$ cat src/rtl/bp_pkg.sv
// Shared types and helpers for the 2-bit saturating-counter branch predictor.
package bp_pkg;

    typedef logic [1:0] bp_ctr_t;

    localparam bp_ctr_t SNT = 2'd0;
    localparam bp_ctr_t WNT = 2'd1;
    localparam bp_ctr_t WT  = 2'd2;
    localparam bp_ctr_t ST  = 2'd3;

    localparam bp_ctr_t BP_CTR_RST = WNT;

    // Word-aligned PC bits [idx_w+1:2], returned zero-extended; the caller narrows to idx_w.
    function automatic logic [31:0] bp_index(input logic [31:0] pc, input int unsigned idx_w);
        return (pc >> 2) & ((32'd1 << idx_w) - 32'd1);
    endfunction

endpackage

$ cat src/rtl/sat_ctr2.sv
// Next-state logic for one 2-bit saturating direction counter.
module sat_ctr2
    import bp_pkg::*;
(
    input  bp_ctr_t ctr,
    input  logic    taken,
    output bp_ctr_t ctr_next
);

    always_comb begin
        ctr_next = ctr;
        if (taken) begin
            if (ctr != ST) ctr_next = bp_ctr_t'(ctr + 2'd1);
        end else begin
            if (ctr != SNT) ctr_next = bp_ctr_t'(ctr - 2'd1);
        end
    end

endmodule

$ cat src/rtl/branch_predictor.sv
// Bimodal branch-direction predictor: untagged table of 2-bit counters,
// registered fetch-side lookup, execute-side training, mispredict flag and statistics.
module branch_predictor
    import bp_pkg::*;
#(
    parameter int ENTRIES = 64,
    parameter int IDX_W   = $clog2(ENTRIES)
) (
    input  logic        clk,
    input  logic        rst_n,
    input  logic        if_valid,
    input  logic [31:0] if_pc,
    input  logic        id_stall,
    input  logic        id_flush,
    output logic        pred_valid,
    output logic        pred_taken,
    output logic [31:0] pred_pc,
    input  logic        ex_valid,
    input  logic        ex_is_branch,
    input  logic [31:0] ex_pc,
    input  logic        ex_taken,
    input  logic        ex_pred_taken,
    output logic        mispredict,
    input  logic        stats_clr,
    output logic [31:0] br_count,
    output logic [31:0] mp_count
);

    logic [IDX_W-1:0] fetch_idx;
    logic [IDX_W-1:0] upd_idx;
    logic             upd;
    bp_ctr_t          ctr_q [ENTRIES];
    bp_ctr_t          upd_next;

    assign fetch_idx  = IDX_W'(bp_index(if_pc, IDX_W));
    assign upd_idx    = IDX_W'(bp_index(ex_pc, IDX_W));
    assign upd        = ex_valid & ex_is_branch;
    assign mispredict = upd & (ex_taken ^ ex_pred_taken);

    sat_ctr2 u_sat_ctr2 (
        .ctr      (ctr_q[upd_idx]),
        .taken    (ex_taken),
        .ctr_next (upd_next)
    );

    // Flops, not RAM: every entry must return to WNT on reset.
    always_ff @(posedge clk or negedge rst_n) begin
        if (!rst_n) begin
            for (int i = 0; i < ENTRIES; i++) ctr_q[i] <= BP_CTR_RST;
        end else if (upd) begin
            ctr_q[upd_idx] <= upd_next;
        end
    end

    // Decode-side register: flush beats stall; stall holds; otherwise load the
    // fetch lookup. The lookup reads the table before this edge's update lands.
    always_ff @(posedge clk or negedge rst_n) begin
        if (!rst_n) begin
            pred_valid <= 1'b0;
            pred_taken <= 1'b0;
            pred_pc    <= 32'd0;
        end else if (id_flush) begin
            pred_valid <= 1'b0;
            pred_taken <= 1'b0;
        end else if (!id_stall) begin
            pred_valid <= if_valid;
            pred_taken <= if_valid & ctr_q[fetch_idx][1];
            pred_pc    <= if_pc;
        end
    end

    always_ff @(posedge clk or negedge rst_n) begin
        if (!rst_n) begin
            br_count <= 32'd0;
            mp_count <= 32'd0;
        end else if (stats_clr) begin
            br_count <= 32'd0;
            mp_count <= 32'd0;
        end else if (upd) begin
            if (br_count != 32'hFFFF_FFFF) br_count <= br_count + 32'd1;
            if (mispredict && (mp_count != 32'hFFFF_FFFF)) mp_count <= mp_count + 32'd1;
        end
    end

endmodule

$ cat config.mk
export PLATFORM = sky130hd
export DESIGN_NAME = branch_predictor
export DESIGN_NICKNAME = d
export VERILOG_FILES = /design/src/rtl/bp_pkg.sv /design/src/rtl/sat_ctr2.sv /design/src/rtl/branch_predictor.sv
export SDC_FILE = /design/constraint.sdc
export NUM_CORES = 1
export LEC_CHECK = 0
export CORE_ASPECT_RATIO = 0.5
export CORE_MARGIN = 3
export CORE_UTILIZATION = 55
export DETAILED_ROUTE_END_ITERATION = 8
export PLACE_DENSITY = 0.86
export SLEW_MARGIN = 20
export SYNTH_ARGS = -nofsm -noshare
export SYNTH_HDL_FRONTEND = slang
export SYNTH_SLANG_ARGS = --single-unit
$ cat constraint.sdc
create_clock -name clk -period 7.8 [get_ports clk]
set_input_delay 2.34 -clock clk [delete_from_list [all_inputs] [get_ports clk]]
set_output_delay 2.34 -clock clk [all_outputs]
set_load 0.02 [all_outputs]
Word-level counts from Yosys, hierarchy flattened:

Index checks and enable logic that the tools add are counted.

* equal/unequal tests: 4
* muxes and demuxes: 22
* bitwise gates (word level): 8
* add/sub/neg operators: 4
* reductions and logical operators: 9
* divide/modulo/power cells: 0
* $lt $le $gt $ge: 3
* shift operators: 0
* multiply operators: 0

Operators with widths (count)
* 2-to-1 mux 32 bit: 6
* bitwise mux 128 bit: 1
* adder 32 x 1 -> 32 bit, second input constant: 2
* != test 32 bit, second input constant: 2
* binary-select mux 2 bit (select 6 bit): 2
* 2-to-1 mux 2 bit: 8
* greater-or-equal comparator 7 bit, second input constant: 2
* NOT 6 -> 7 bit: 2
* demux 2 bit (select 6 bit): 1
* nonzero test 2 bit: 4
* less-than comparator 7 x 1 -> 1 bit, second input constant: 1
* AND reduction 2 bit: 3
* 2-to-1 mux 1 bit: 4
* AND 1 bit: 3
* adder 2 x 1 -> 2 bit, second input constant: 1
* logical AND 1 bit: 2
* != test 2 x 1 -> 1 bit, second input constant: 1
* != test 2 bit, second input constant: 1
* NOT 1 bit: 2
* subtractor 2 x 1 -> 2 bit, second input constant: 1
* bitwise XOR 1 bit: 1

* memories: 0
* bits in writable memories: 0
* ROM bits: 0
* logic and storage cells: 119
* input port bits: 74
* latch bits: 0
* output and inout bits: 99
* register bits after elaboration: 226

Longest topological paths before layout:

* word-level depth: 8
* depth in mapped cells: 10
* depth with buffers taken out: 7

By module:

A second synthesis with hierarchy kept.

* cells, all modules: 1041
* area total of the unflattened synthesis: 12106.6 um^2

Modules (own cells, without submodules)
* branch_predictor: seq. area each 5735.5 um^2, times used 1, cells an instance 1038, area each 12080.3 um^2
* sat_ctr2: seq. area each 0.0 um^2, times used 1, cells an instance 3, area each 26.3 um^2

Least setup slack after synthesis:

No wires, ideal clock.

* kind: input to register
* start point: in ex_pc[3]
* end point: reg ctr_q[127] in the netlist's numbering
* path buffers: 4
* arrival: 5007 ps
* data required time: 7619 ps
* slack: 2612 ps
* setup time: 181 ps
* cell stages on the path: 9
* cells stage by stage: clkbuf_1 buf_2 clkbuf_1 mux4_2 a22o_1 a2111o_1 o31ai_4 buf_6 a41oi_2

* word-level cells in the longest chain between the ends: 8
* elaborated cells between the ends (all ways): 17
* those cells by class: add/sub (2); order compare (2); eq/ne (1); mux (9); bitwise (1); reduce/logical (2)

RTL lines
* start, declared: line branch_predictor.sv:20 `input logic [31:0] ex_pc,`
* NOT 6 -> 7 bit (not written as such) *: line branch_predictor.sv:41, branch_predictor.sv:51
* binary-select mux 2 bit (select 6 bit): line branch_predictor.sv:41 `.ctr (ctr_q[upd_idx]),`
* 2-to-1 mux 2 bit (not written as such) (2 in series): line branch_predictor.sv:41
* subtractor 2 x 1 -> 2 bit (tied with other cells): line sat_ctr2.sv:15 `if (ctr != SNT) ctr_next = bp_ctr_t'(ctr - 2'd1);`
* 2-to-1 mux 2 bit (on tied branches): line sat_ctr2.sv:15, sat_ctr2.sv:13
* 2-to-1 mux 2 bit: line sat_ctr2.sv:12 `if (taken) begin`
* bitwise mux 128 bit *: line branch_predictor.sv:51 `ctr_q[upd_idx] <= upd_next;`
* end signal, assigned by index: line branch_predictor.sv:51
* end, declared: line branch_predictor.sv:32 `bp_ctr_t ctr_q [ENTRIES];`

Every way passes the cells marked *; elsewhere a longest branch is shown, timed or not. The select of a mux whose other input is x is not followed.
A chain may end at the register's enable or synchronous reset.

Final worst setup path:

* start point: in ex_taken
* end point: out mispredict

* word-level cells in the longest chain between the ends: 2

RTL lines
* start, declared: line branch_predictor.sv:21 `input logic ex_taken,`
* bitwise XOR 1 bit: line branch_predictor.sv:38 `assign mispredict = upd & (ex_taken ^ ex_pred_taken);`
* AND 1 bit: line branch_predictor.sv:38
* end, declared: line branch_predictor.sv:23 `output logic mispredict,`

Every way passes these cells.

==> run summary <==
Number of buffers created by CTS = 22
Fraction of met3 tracks used by global routing = 6.93%
Post-synthesis sequential element count = 226
Number of fill cells = 1,508
Antenna Nets Post-Route = 0
Setup TNS after final layout = 0 ps
First-pass GRT wire length = 51,100 um
Vias = 9,891
GRT Resource Usage Total = 27.0%
Setup violation total in the final timing report = 0
Largest clock skew in the final design = 14.2 ps
Achievable clock frequency = 154 MHz
Number of global-route vias before repair = 9,929
Startpoint Class = primary input
Number of synthesized flops with an enable pin = 0
Placement Rows = 37
TritonCTS clock tree = built
Most used routing layer in global routing = met2
Main synth FF type = dfrtp_1
Drt drc = 0
Number of resized instances in the post-cts repair step = 0
Number of H-tree levels = 1
Commonest non-fill, non-tap cell in the layout = nor2_1
Longest Clk Path Bufs = 3
Number of distinct library cells after synthesis = 56
Initial core utilization = 56.9%
Setup repair after global routing missed its margin = false
First drt pass iteration count = 5
Seq/Total Area, Yosys = 48.3%
Residual overflow from global routing = 0
Slew at the pin with the worst max-slew slack = 1130 ps
Vertical die dimension = 110 um
Hold violation total from the final report = 0
Sink count of the clock tree = 226
Synthesized Nets = 1,225
Max-slew headroom = 24.9%
Setup CP Type = in -> out
Clock Pin Slew Worst Setup and Hold Paths = 60 ps
Number of diodes added for antenna fixing = 0
Met2 GRT Util = 45.0%
Biggest fanout along the worst timing path = 4
Critical path endpoint category = output pin
Maxcap violations = 0
Top library cells by usage in the layout, fill and taps aside = nor2_1 (171), dfrtp_1 (162), nand2_1 (153), clkdlybuf4s50_1 (142), o31ai_1 (75)
Sequential standard cell area = 5740 sq um
Antenna violations before repair = 0
Max-slew violation total from the final report = 0
Data required time at the worst endpoint = 5460 ps
Layout Area Growth over Synthesis = 20.2%
Overall power = 2.95 mW
Cell types with the largest area share after synthesis = dfrtp_1 (34%), dfstp_2 (14%), mux4_2 (9.7%)
Post-synth top area share = 34.1%
Arr. time, crit path = 4170 ps
Fin nets = 1,336
Detailed router's first-iteration violation count = 956
IR Drop Worst-Case VDD = 0.131 mV
Average wire length per cell after detail routing = 20.1 um
Layout cell share with drive strength beyond 1 = 17.7%
Hold bufs inserted after CTS = 0
Pin count of the biggest net entering global routing = 94
Post-synthesis average cell area = 10.3 sq um
Horizontal die dimension = 214 um
Cell taking the most area after synthesis = dfrtp_1
Yosys warnings = 0
Post-synthesis instance area = 11,900 sq um
Total half-perimeter wirelength after legalization and detailed placement = 20,700 um
Total core area = 20,900 sq um
Leakage power = 5.37 nW
Area of the multi-input gates = 5760 sq um
Power density relative to cell area = 207 nW/um^2
Share of the cycle needed by the critical path after routing = 83.4%
Via count normalized by instance count = 6.31
Total wire length after detailed routing = 31,500 um
Die Footprint = 23,500 sq um
Final weighted congestion of routability-driven global placement = 0.871
Async set-or-reset flop fraction in the synthesized netlist = 100%
Clock period minus worst slack = 6510 ps
Master cell of the clock root buffer = clkbuf_16
Count of pins on the block boundary = 173
Number of instances in the synthesized netlist = 1,149
Kind of path behind the tightest hold check = reg -> reg
Clock latency of the later-clocked register in the worst-skew pair = 520 ps
Input/output buffers = 146
GR Util met1 = 35.9%
Setup bufs post-CTS = 0
Run status = finished, final reports clean
## path summary, 6_finish.rpt
path                                start            to  slack (ps)  depth (start not counted)
worst max-delay path             ex_taken    mispredict        1290                          4
worst min-delay path            ctr_q[26]     ctr_q[26]         470                          2
worst max register to register  ctr_q[25]     ctr_q[62]        4130                          7
worst min register to register  ctr_q[26]     ctr_q[26]         470                          2
max in group asynchronous           rst_n  mp_count[29]        4610                          2
min in group asynchronous           rst_n   pred_pc[21]        1820                          1
## cell families after synthesis
kind of cell	synth area share, %
flops	48.3
buf+inv	3.62
xor+xnor	2.21
mux	14.1
compound gates	12.9
fa+ha+maj	0.211
simple gates	18.6
## state kept, by name, indices dropped and copies added (netlist names)
signal and flops:
ctr_q 128, br_count 32, mp_count 32, pred_pc 32, pred_taken 1, pred_valid 1
## area by class of cell
class	count	share of cell area, %
clock buffer	35	4.71
timing repair buffer	169	11.5
clock inverter	5	0.412
sequential	226	40.2
tap	292	2.56
multi-input combinational	831	40.4
inverter	10	0.263
## metal layers
layer	part of all wire [%]	vias up
met5	0	-
met4	2.2	0
li1	-	4452
met1	39	4864
met3	10	84
met2	48	491
## critical path, stage by stage
cell and delay [ps]:
clkdlybuf4s50_1 700, xor2_1 260, and2_1 230, clkdlybuf4s50_1 630
## synthesized netlist by cell type (2+ instances only)
cell type	count
a21oi_1	34
buf_2	8
a221oi_1	2
o211ai_1	5
mux4_2	51
ha_1	2
nor2b_1	9
dfrtp_1	162
buf_6	7
mux2i_1	8
a31oi_1	60
and2_1	9
inv_1	10
and3b_1	3
a22oi_1	5
nand4_1	17
nand2_1	153
nand3_1	24
nand3b_1	7
o311ai_0	3
mux2_2	37
buf_1	7
xor2_1	17
buf_8	2
nor4_1	11
a41oi_1	4
or4_1	9
xnor2_1	13
and4_1	9
nor4b_1	3
o31ai_1	75
clkbuf_1	58
or3_1	22
nor3b_1	6
o21ai_0	17
nor3_1	13
nor2_1	172
o2111ai_1	6
and3_1	9
dfstp_2	64
## report_power, final
| group | total (mW) | internal (mW) | switching, mW |
|---|---|---|---|
| Clock | 1.09 | 0.629 | 0.464 |
| Combinational | 0.478 | 0.223 | 0.255 |
| Sequential | 1.38 | 1.31 | 0.0713 |
| Total | 2.95 | 2.16 | 0.790 |
## stage by stage
step                setup slack [ps]  area, sq um  cells  util, %  hold slack (ps)
floorplan                       2610        11900   1149        -              448
global placement                1330        13500   1527     64.7              454
detailed placement              1310        13500   1528     64.9              459
CTS                             1310        14300   1568     68.4              469
global route                    1210        14300   1568     68.4              482
finish                          1290        14300   1568     68.4              469
No activity file was read; power rests on OpenSTA's default activity.
